### src/rtl/fp_pkg.sv
// Shared types and helpers for the parametrised floating-point multiplier.
package fp_pkg;

    localparam int FP_MAX_W = 64;

    typedef enum logic [1:0] {
        ZERO = 2'd0,
        NORM = 2'd1,
        INF  = 2'd2,
        NAN  = 2'd3
    } fp_class_e;

    typedef struct packed {
        logic invalid;
        logic overflow;
        logic underflow;
        logic inexact;
    } fp_flags_t;

    function automatic int fp_bias(input int exp_w);
        return (32'sd1 << (exp_w - 32'sd1)) - 32'sd1;
    endfunction

    // Canonical quiet NaN: sign 0, all-ones exponent, only the fraction MSB set.
    function automatic logic [FP_MAX_W-1:0] fp_qnan(input int exp_w, input int frac_w);
        logic [FP_MAX_W-1:0] v;
        v = (((64'd1 << exp_w) - 64'd1) << frac_w) | (64'd1 << (frac_w - 32'sd1));
        return v;
    endfunction

endpackage

### src/rtl/fp_round_pack.sv
// Final stage: round-to-nearest-even, range checks, special-value packing, flags.
module fp_round_pack
    import fp_pkg::*;
#(
    parameter int EXP_W  = 8,
    parameter int FRAC_W = 23,
    localparam int W     = 1 + EXP_W + FRAC_W,
    localparam int EW    = EXP_W + 2
) (
    input  logic                 i_sign,
    input  logic signed [EW-1:0] i_exp,
    input  logic [FRAC_W:0]      i_sig,
    input  logic                 i_g,
    input  logic                 i_r,
    input  logic                 i_s,
    input  fp_class_e            i_class,
    output logic [W-1:0]         o_f,
    output fp_flags_t            o_flags
);

    localparam logic [FP_MAX_W-1:0] QNAN_FULL = fp_qnan(EXP_W, FRAC_W);
    localparam logic signed [EW-1:0] E_ONE  = {{(EW-1){1'b0}}, 1'b1};
    localparam logic signed [EW-1:0] E_ZERO = {EW{1'b0}};
    localparam logic signed [EW-1:0] E_MAX  = {2'b00, {EXP_W{1'b1}}};

    logic                 w_inc;
    logic [FRAC_W+1:0]    w_sum;
    logic [FRAC_W-1:0]    w_frac;
    logic signed [EW-1:0] w_exp;

    // Rounding increment; a carry out of the significand renormalises by one.
    always_comb begin
        w_inc = i_g & (i_r | i_s | i_sig[0]);
        w_sum = {1'b0, i_sig} + {{(FRAC_W+1){1'b0}}, w_inc};
        if (w_sum[FRAC_W+1]) begin
            w_frac = w_sum[FRAC_W:1];
            w_exp  = i_exp + E_ONE;
        end else begin
            w_frac = w_sum[FRAC_W-1:0];
            w_exp  = i_exp;
        end
    end

    // Result selection by class, then overflow/flush-to-zero for finite products.
    always_comb begin
        o_f     = {W{1'b0}};
        o_flags = '{invalid: 1'b0, overflow: 1'b0, underflow: 1'b0, inexact: 1'b0};
        case (i_class)
            NAN: begin
                o_f             = QNAN_FULL[W-1:0];
                o_flags.invalid = 1'b1;
            end
            INF: begin
                o_f = {i_sign, {EXP_W{1'b1}}, {FRAC_W{1'b0}}};
            end
            ZERO: begin
                o_f = {i_sign, {EXP_W{1'b0}}, {FRAC_W{1'b0}}};
            end
            NORM: begin
                if (w_exp >= E_MAX) begin
                    o_f              = {i_sign, {EXP_W{1'b1}}, {FRAC_W{1'b0}}};
                    o_flags.overflow = 1'b1;
                    o_flags.inexact  = 1'b1;
                end else if (w_exp <= E_ZERO) begin
                    o_f               = {i_sign, {EXP_W{1'b0}}, {FRAC_W{1'b0}}};
                    o_flags.underflow = 1'b1;
                    o_flags.inexact   = 1'b1;
                end else begin
                    o_f             = {i_sign, w_exp[EXP_W-1:0], w_frac};
                    o_flags.inexact = i_g | i_r | i_s;
                end
            end
            default: begin
                o_f     = {W{1'b0}};
                o_flags = '{invalid: 1'b0, overflow: 1'b0, underflow: 1'b0, inexact: 1'b0};
            end
        endcase
    end

endmodule

### src/rtl/fp_mul_pipe.sv
// Pipelined IEEE-754 multiplier: operand capture, classify/multiply, normalise, round/pack.
module fp_mul_pipe
    import fp_pkg::*;
#(
    parameter int EXP_W  = 8,
    parameter int FRAC_W = 23,
    parameter int TAG_W  = 4,
    localparam int W     = 1 + EXP_W + FRAC_W
) (
    input  logic             clk,
    input  logic             rst,
    input  logic             in_valid,
    output logic             in_ready,
    input  logic [W-1:0]     a,
    input  logic [W-1:0]     b,
    input  logic [TAG_W-1:0] in_tag,
    output logic             out_valid,
    input  logic             out_ready,
    output logic [W-1:0]     f,
    output logic [TAG_W-1:0] out_tag,
    output logic [3:0]       flags
);

    localparam int SIG_W  = FRAC_W + 1;
    localparam int PROD_W = 2 * SIG_W;
    localparam int EW     = EXP_W + 2;
    localparam logic signed [EW-1:0] E_BIAS = EW'(fp_bias(EXP_W));
    localparam logic signed [EW-1:0] E_ONE  = {{(EW-1){1'b0}}, 1'b1};

    function automatic fp_class_e classify(input logic [EXP_W-1:0] e, input logic [FRAC_W-1:0] m);
        if (e == {EXP_W{1'b0}})      return ZERO;
        else if (e == {EXP_W{1'b1}}) return (m == {FRAC_W{1'b0}}) ? INF : NAN;
        else                         return NORM;
    endfunction

    logic w_en;

    logic             r0_valid;
    logic [W-1:0]     r0_a, r0_b;
    logic [TAG_W-1:0] r0_tag;

    fp_class_e            w_cls_a, w_cls_b, w_cls1;
    logic signed [EW-1:0] w_exp1;
    logic [PROD_W-1:0]    w_prod1;

    logic                 r1_valid, r1_sign;
    logic [TAG_W-1:0]     r1_tag;
    fp_class_e            r1_class;
    logic signed [EW-1:0] r1_exp;
    logic [PROD_W-1:0]    r1_prod;

    logic [PROD_W-1:0]    w_norm2;
    logic signed [EW-1:0] w_exp2;

    logic                 r2_valid, r2_sign, r2_g, r2_r, r2_s;
    logic [TAG_W-1:0]     r2_tag;
    fp_class_e            r2_class;
    logic signed [EW-1:0] r2_exp;
    logic [FRAC_W:0]      r2_sig;

    logic [W-1:0]     w_f3;
    fp_flags_t        w_flags3;
    logic             r_out_valid;
    logic [W-1:0]     r_f;
    logic [TAG_W-1:0] r_tag;
    fp_flags_t        r_flags;

    assign w_en      = !r_out_valid | out_ready;
    assign in_ready  = w_en;
    assign out_valid = r_out_valid;
    assign f         = r_f;
    assign out_tag   = r_tag;
    assign flags     = r_flags;

    // Operand capture register.
    always_ff @(posedge clk) begin
        if (rst) begin
            r0_valid <= 1'b0;
            r0_a     <= {W{1'b0}};
            r0_b     <= {W{1'b0}};
            r0_tag   <= {TAG_W{1'b0}};
        end else if (w_en) begin
            r0_valid <= in_valid;
            r0_a     <= a;
            r0_b     <= b;
            r0_tag   <= in_tag;
        end
    end

    // S1: classify both operands, pick the special-case result class, multiply significands.
    always_comb begin
        w_cls_a = classify(r0_a[W-2:FRAC_W], r0_a[FRAC_W-1:0]);
        w_cls_b = classify(r0_b[W-2:FRAC_W], r0_b[FRAC_W-1:0]);
        if (w_cls_a == NAN || w_cls_b == NAN ||
            (w_cls_a == ZERO && w_cls_b == INF) || (w_cls_a == INF && w_cls_b == ZERO)) begin
            w_cls1 = NAN;
        end else if (w_cls_a == INF || w_cls_b == INF) begin
            w_cls1 = INF;
        end else if (w_cls_a == ZERO || w_cls_b == ZERO) begin
            w_cls1 = ZERO;
        end else begin
            w_cls1 = NORM;
        end
        w_exp1  = $signed({2'b00, r0_a[W-2:FRAC_W]}) + $signed({2'b00, r0_b[W-2:FRAC_W]}) - E_BIAS;
        w_prod1 = {{SIG_W{1'b0}}, 1'b1, r0_a[FRAC_W-1:0]} * {{SIG_W{1'b0}}, 1'b1, r0_b[FRAC_W-1:0]};
    end

    // S1 pipeline register.
    always_ff @(posedge clk) begin
        if (rst) begin
            r1_valid <= 1'b0;
            r1_sign  <= 1'b0;
            r1_tag   <= {TAG_W{1'b0}};
            r1_class <= ZERO;
            r1_exp   <= {EW{1'b0}};
            r1_prod  <= {PROD_W{1'b0}};
        end else if (w_en) begin
            r1_valid <= r0_valid;
            r1_sign  <= r0_a[W-1] ^ r0_b[W-1];
            r1_tag   <= r0_tag;
            r1_class <= w_cls1;
            r1_exp   <= w_exp1;
            r1_prod  <= w_prod1;
        end
    end

    // S2: left-align the product so the hidden bit sits in the MSB.
    always_comb begin
        if (r1_prod[PROD_W-1]) begin
            w_norm2 = r1_prod;
            w_exp2  = r1_exp + E_ONE;
        end else begin
            w_norm2 = {r1_prod[PROD_W-2:0], 1'b0};
            w_exp2  = r1_exp;
        end
    end

    // S2 pipeline register: kept significand plus guard, round and sticky.
    always_ff @(posedge clk) begin
        if (rst) begin
            r2_valid <= 1'b0;
            r2_sign  <= 1'b0;
            r2_tag   <= {TAG_W{1'b0}};
            r2_class <= ZERO;
            r2_exp   <= {EW{1'b0}};
            r2_sig   <= {SIG_W{1'b0}};
            r2_g     <= 1'b0;
            r2_r     <= 1'b0;
            r2_s     <= 1'b0;
        end else if (w_en) begin
            r2_valid <= r1_valid;
            r2_sign  <= r1_sign;
            r2_tag   <= r1_tag;
            r2_class <= r1_class;
            r2_exp   <= w_exp2;
            r2_sig   <= w_norm2[PROD_W-1:FRAC_W+1];
            r2_g     <= w_norm2[FRAC_W];
            r2_r     <= w_norm2[FRAC_W-1];
            r2_s     <= |w_norm2[FRAC_W-2:0];
        end
    end

    fp_round_pack #(
        .EXP_W  (EXP_W),
        .FRAC_W (FRAC_W)
    ) u_round_pack (
        .i_sign  (r2_sign),
        .i_exp   (r2_exp),
        .i_sig   (r2_sig),
        .i_g     (r2_g),
        .i_r     (r2_r),
        .i_s     (r2_s),
        .i_class (r2_class),
        .o_f     (w_f3),
        .o_flags (w_flags3)
    );

    // S3 output register; holds while the consumer stalls.
    always_ff @(posedge clk) begin
        if (rst) begin
            r_out_valid <= 1'b0;
            r_f         <= {W{1'b0}};
            r_tag       <= {TAG_W{1'b0}};
            r_flags     <= '{invalid: 1'b0, overflow: 1'b0, underflow: 1'b0, inexact: 1'b0};
        end else if (w_en) begin
            r_out_valid <= r2_valid;
            r_f         <= w_f3;
            r_tag       <= r2_tag;
            r_flags     <= w_flags3;
        end
    end

endmodule

### config.mk
export PLATFORM = sky130hd
export DESIGN_NAME = fp_mul_pipe
export DESIGN_NICKNAME = d
export VERILOG_FILES = /design/src/rtl/fp_pkg.sv /design/src/rtl/fp_round_pack.sv /design/src/rtl/fp_mul_pipe.sv
export SDC_FILE = /design/constraint.sdc
export NUM_CORES = 2
export LEC_CHECK = 0
export CELL_PAD_IN_SITES_DETAIL_PLACEMENT = 1
export CELL_PAD_IN_SITES_GLOBAL_PLACEMENT = 1
export CORE_MARGIN = 8
export CORE_UTILIZATION = 43
export CTS_BUF_LIST = sky130_fd_sc_hd__clkbuf_8
export CTS_CLUSTER_DIAMETER = 120
export DETAILED_ROUTE_END_ITERATION = 10
export MAX_ROUTING_LAYER = met4
export PLACE_DENSITY = 0.84
export SLEW_MARGIN = 20
export SYNTH_ARGS = -nofsm -noshare
export SYNTH_HDL_FRONTEND = slang
export SYNTH_SLANG_ARGS = --single-unit
### constraint.sdc
create_clock -name clk -period 8.8 [get_ports clk]
set_input_delay 1.76 -clock clk [delete_from_list [all_inputs] [get_ports clk]]
set_output_delay 1.76 -clock clk [all_outputs]
set_load 0.02 [all_outputs]
==> results.txt <==
Counting both buffers and inverters, the worst setup path holds a total of 7. The number of antenna violations at the first check in global routing was 5. The endpoint of the most critical register-to-register path is r1_prod[35]$_SDFFE_PP0P_. In this run the critical register-to-register path is launched from r0_b[8]$_SDFFE_PP0P_. The post-CTS repair timing setup buffer count came out at 0. Leaving out fill and tap cells, the most frequent cell in the layout is inv_1. The share of async-settable or async-resettable flops after synthesis came out at 0.

The number of nets produced by synthesis is ~4000. The final-stage net count came out at 4059. Counting cells, the worst reg-to-reg path comes to 24. The count of cell types in the netlist came out at 74. After clock tree synthesis, the clock-pin slew on the worst setup and hold paths is 80 ps.

The final sum of negative setup slack came out at 0 ps. The post-route clock period utilization is 0.9432. The leakage dissipation came out at about 14 nW.

The final routed wire length divided by cell count is between 20 and 25 um. The worst path arrival time came out at between 8000 and 9000 ps. The required arrival time at the worst endpoint came out at 9310 ps.

The count of hold-fix buffers inserted at cts came out at 0. The overall die area came out at between 70000 and 80000 um^2. Of the total power, combinational logic draws 0.633.

The max capacitance violation total came out at 0. The worst setup path is captured at a register. Yosys mapped a number of flops with a built-in enable equal to 0. The type of origin of the critical path is a register.

The run finished with clean final reports. In this run the tool buffered the top-level ports with approximately 110 buffer cells. The register area is about 4400 um^2. The count of synthesis-stage warnings from yosys is 0. The die boundary height is 272.1 um. The mean instance size in the synthesized netlist is between 8 and 9 um^2. The first global-routing pass estimated between 100 and 150 mm of wire. The sequential cell fraction of total power is 0.212. The share of cells above drive strength 1 came out at 0.04108.

The total CTS buffers came out at 39. Setup repair after global routing left no endpoint under its margin. The slowest cell on the critical path is dfxtp_1. The sequential element share of the synthesized area is 0.1568. The maximum net fanout on the critical path came out at 19. For the pin with the worst max-slew slack, the measured transition is around 1200 ps. Following the worst setup path forward leads to its endpoint at r1_prod[35]$_SDFFE_PP0P_.

The routed wire length is just over 90 mm. The overall global routing resource usage came out at 0.2554. The tightest slew margin relative to the limit came out at 0.1961. The tree is rooted in a clkbuf_8.

Setup violations remaining at the end of the flow were counted as 0. The area growth from synthesis to layout is 9.541%. The mapped cell area is between 20000 and 30000 um^2. Power spread over the standard cell area amounts to just over 200 nW/um^2. The number of iterations in the first detailed-routing pass came out at 8. The internal portion of the total power is around 3.2 mW. TritonCTS built the clock tree. The count of mapped cells out of synthesis came out at roughly 3300. The horizontal die dimension is 272.1 um. The number of top-level pins is between 100 and 150. The reported net switching power is 3.077 mW.

The number of fill cells in the layout is about 8000. The number of nets with antenna violations after detailed routing came out at 0. In the layout the commonest cells are inv_1, nand2_1, fa_1. In this run the worst hold path is classified as reg -> reg. The post-DP HPWL came out at between 70 and 80 mm. The cell that appears most often on the critical path is fa_1. The type of the worst setup path is reg -> reg. The total grt overflow came out at 0. The first-iteration detailed-routing DRC count came out at 1695.

The longest clock path from root to sink contains 3 buffers. The beginning of the critical path is r0_b[8]$_SDFFE_PP0P_. The number of rows in the core area came out at between 90 and 100. The largest net degree at the start of global routing is ~110. Of the total power, the share spent switching nets is 0.4935. After floorplanning, the core was sized to cover approximately 65000 um^2.

Between clock sinks in the finished design, the worst skew comes to 70.56 ps. Setup slack on the worst reg-to-reg path comes out at about 500 ps. Clock latency on the worst-skew pair, taken at its later pin, is around 630 ps. Overall power consumption after layout is estimated at 6.235 mW. The routability congestion estimate from global placement is about 0.94. Among cell families on the critical path, the largest total delay comes from adder cells.

The minimum clock period is ~8300 ps. The final hold violation count came out at 0. The most used flip-flop cell after synthesis is dfxtp_1. The average vias per placed instance came out at approximately 5.6. The share of total power dissipated in the clock network is 0.155. The highest clock rate is between 100 and 150 MHz. The routed via count is between 20000 and 25000. The clock net sink count came out at between 200 and 250. In the final layout, the multi-input gates occupy about 21000 um^2. The final max-slew violation count came out at 0. Traced cell by cell, the critical path runs through clkinv_1 -> nor2_1 -> fa_1 -> fa_1 -> inv_1 -> fa_1 -> inv_1 -> fa_1 -> inv_1 -> fa_1 -> inv_1 -> fa_1 -> inv_1 -> fa_1 -> inv_1 -> ha_1 -> a21oi_1 -> o21ai_0 -> a22o_1 -> a2111oi_0 -> a2111oi_2 -> o21a_1 -> or4_1 -> nand3_1. The instance count on the critical path came out at 24. The deepest level of the CTS H-tree is 2. The delay of the slowest cell on the worst path is approximately 880 ps. The initial standard-cell utilization of the core came out at 0.4314. The via count of the first global-routing pass was 25750.

Across the VDD grid, the largest voltage drop is between 0.2 and 0.25 mV. The post-synthesis sequential element count is around 220. The post-cts gate resize count came out at 0. The number of DRC violations after detailed routing came out at 0.
[registers in the layout, summed over array words and instances, names as in the netlist, 2 cells and up]
register,cells
flags,4
r2_sig,24
r2_tag,4
r1_class,2
r0_a,32
f,32
r2_class,2
r1_exp,10
r1_tag,4
r1_prod,48
out_tag,4
r0_b,32
r0_tag,4
r2_exp,10
[synth_stat cells (all sizes together), types with 29 or more instances]
cell type  number  area, um^2
a21oi         171       855.8
xor2           32       280.3
mux2i          29       290.3
and2          261        1633
ha            191        2390
clkbuf        177       664.4
nand3          37       185.2
xnor2          41       359.1
a211oi         52       390.4
fa            483        9669
nand4          30       193.9
nand2         563        2113
dfxtp         221        4424
o21ai          59       332.8
nor2          124       465.5
inv           571        2143
[cell type report]
class | count | area share
antenna | 3 | 0.0002430
clock buffer | 44 | 0.01960
clock inverter | 19 | 0.004333
inverter | 573 | 0.06977
multi-input combinational | 2309 | 0.6776
sequential | 221 | 0.1433
tap | 864 | 0.03499
timing repair buffer | 169 | 0.05025
[layer usage]
| layer | part of all wire | global-route usage | up-vias |
|---|---|---|---|
| met2 | 0.47 | 0.4125 | 908 |
| met5 | 0 | - | - |
| met1 | 0.41 | 0.3164 | 11850 |
| met3 | 0.073 | 0.04499 | 266 |
| met4 | 0.046 | 0.1047 | 0 |
| li1 | - | - | 10300 |
[worst reg2reg max path: stages, from the launching register on]
cell and delay, ps:
dfxtp_1 880, clkinv_1 480, nor2_1 230, fa_1 450, fa_1 510, inv_1 50, fa_1 470, inv_1 50
fa_1 500, inv_1 50, fa_1 530, inv_1 60, fa_1 560, inv_1 100, fa_1 480, inv_1 40
ha_1 370, a21oi_1 280, o21ai_0 200, a22o_1 280, a2111oi_0 590, a2111oi_2 200, o21a_1 250, or4_1 470
nand3_1 90
[stage by stage]
stage          cells  instance area, um^2  setup slack [ps]  hold slack, ps    util
6_report        4202                30900             499.7           442.3  0.4725
5_1_grt         4202                30900             152.7           474.8  0.4725
4_1_cts         4199                30890             551.2           450.5  0.4724
3_5_place_dp    4136                30150             712.0           439.2  0.4611
3_3_place_gp    4136                30150             982.5           437.4  0.4610
2_1_floorplan   3289                28210              1786           431.5       -
[power by group through the flow]
stage | clock [mW] | combinational, mW | sequential [mW]
2_1_floorplan | 0 | 2.59 | 1.26
3_3_place_gp | 0 | 3.64 | 1.33
3_5_place_dp | 0 | 3.83 | 1.34
4_1_cts | 0.989 | 3.87 | 1.32
5_1_grt | 1.04 | 4.32 | 1.34
6_report | 0.965 | 3.95 | 1.32
[how the worst min path moves through the flow]
stage | start | endpoint | slack, ps | depth (start not counted)
after floorplan | r1_prod[5]$_SDFFE_PP0P_ | r1_prod[5]$_SDFFE_PP0P_ | 430 | 2
after global placement | f[14]$_SDFFE_PP0P_ | f[14]$_SDFFE_PP0P_ | 440 | 2
after detailed placement | f[2]$_SDFFE_PP0P_ | f[2]$_SDFFE_PP0P_ | 440 | 2
after CTS | r0_tag[1]$_SDFFE_PP0P_ | r1_tag[1]$_SDFFE_PP0P_ | 450 | 2
after global routing | r1_tag[1]$_SDFFE_PP0P_ | r1_tag[1]$_SDFFE_PP0P_ | 470 | 2
final | r0_tag[1]$_SDFFE_PP0P_ | r1_tag[1]$_SDFFE_PP0P_ | 440 | 2
[cells by family after synthesis]
| family | count (synthesis) | synth area share |
|---|---|---|
| AND/OR/NAND/NOR | 1122 | 0.1881 |
| buffers and inverters | 759 | 0.1016 |
| adder cells (fa/ha/maj) | 674 | 0.4275 |
| AO/OA/AOI/OAI | 411 | 0.09306 |
| flip-flops | 221 | 0.1568 |
| XOR/XNOR | 73 | 0.02267 |
| multiplexers | 29 | 0.01029 |
No activity file was read; power rests on OpenSTA's default activity.
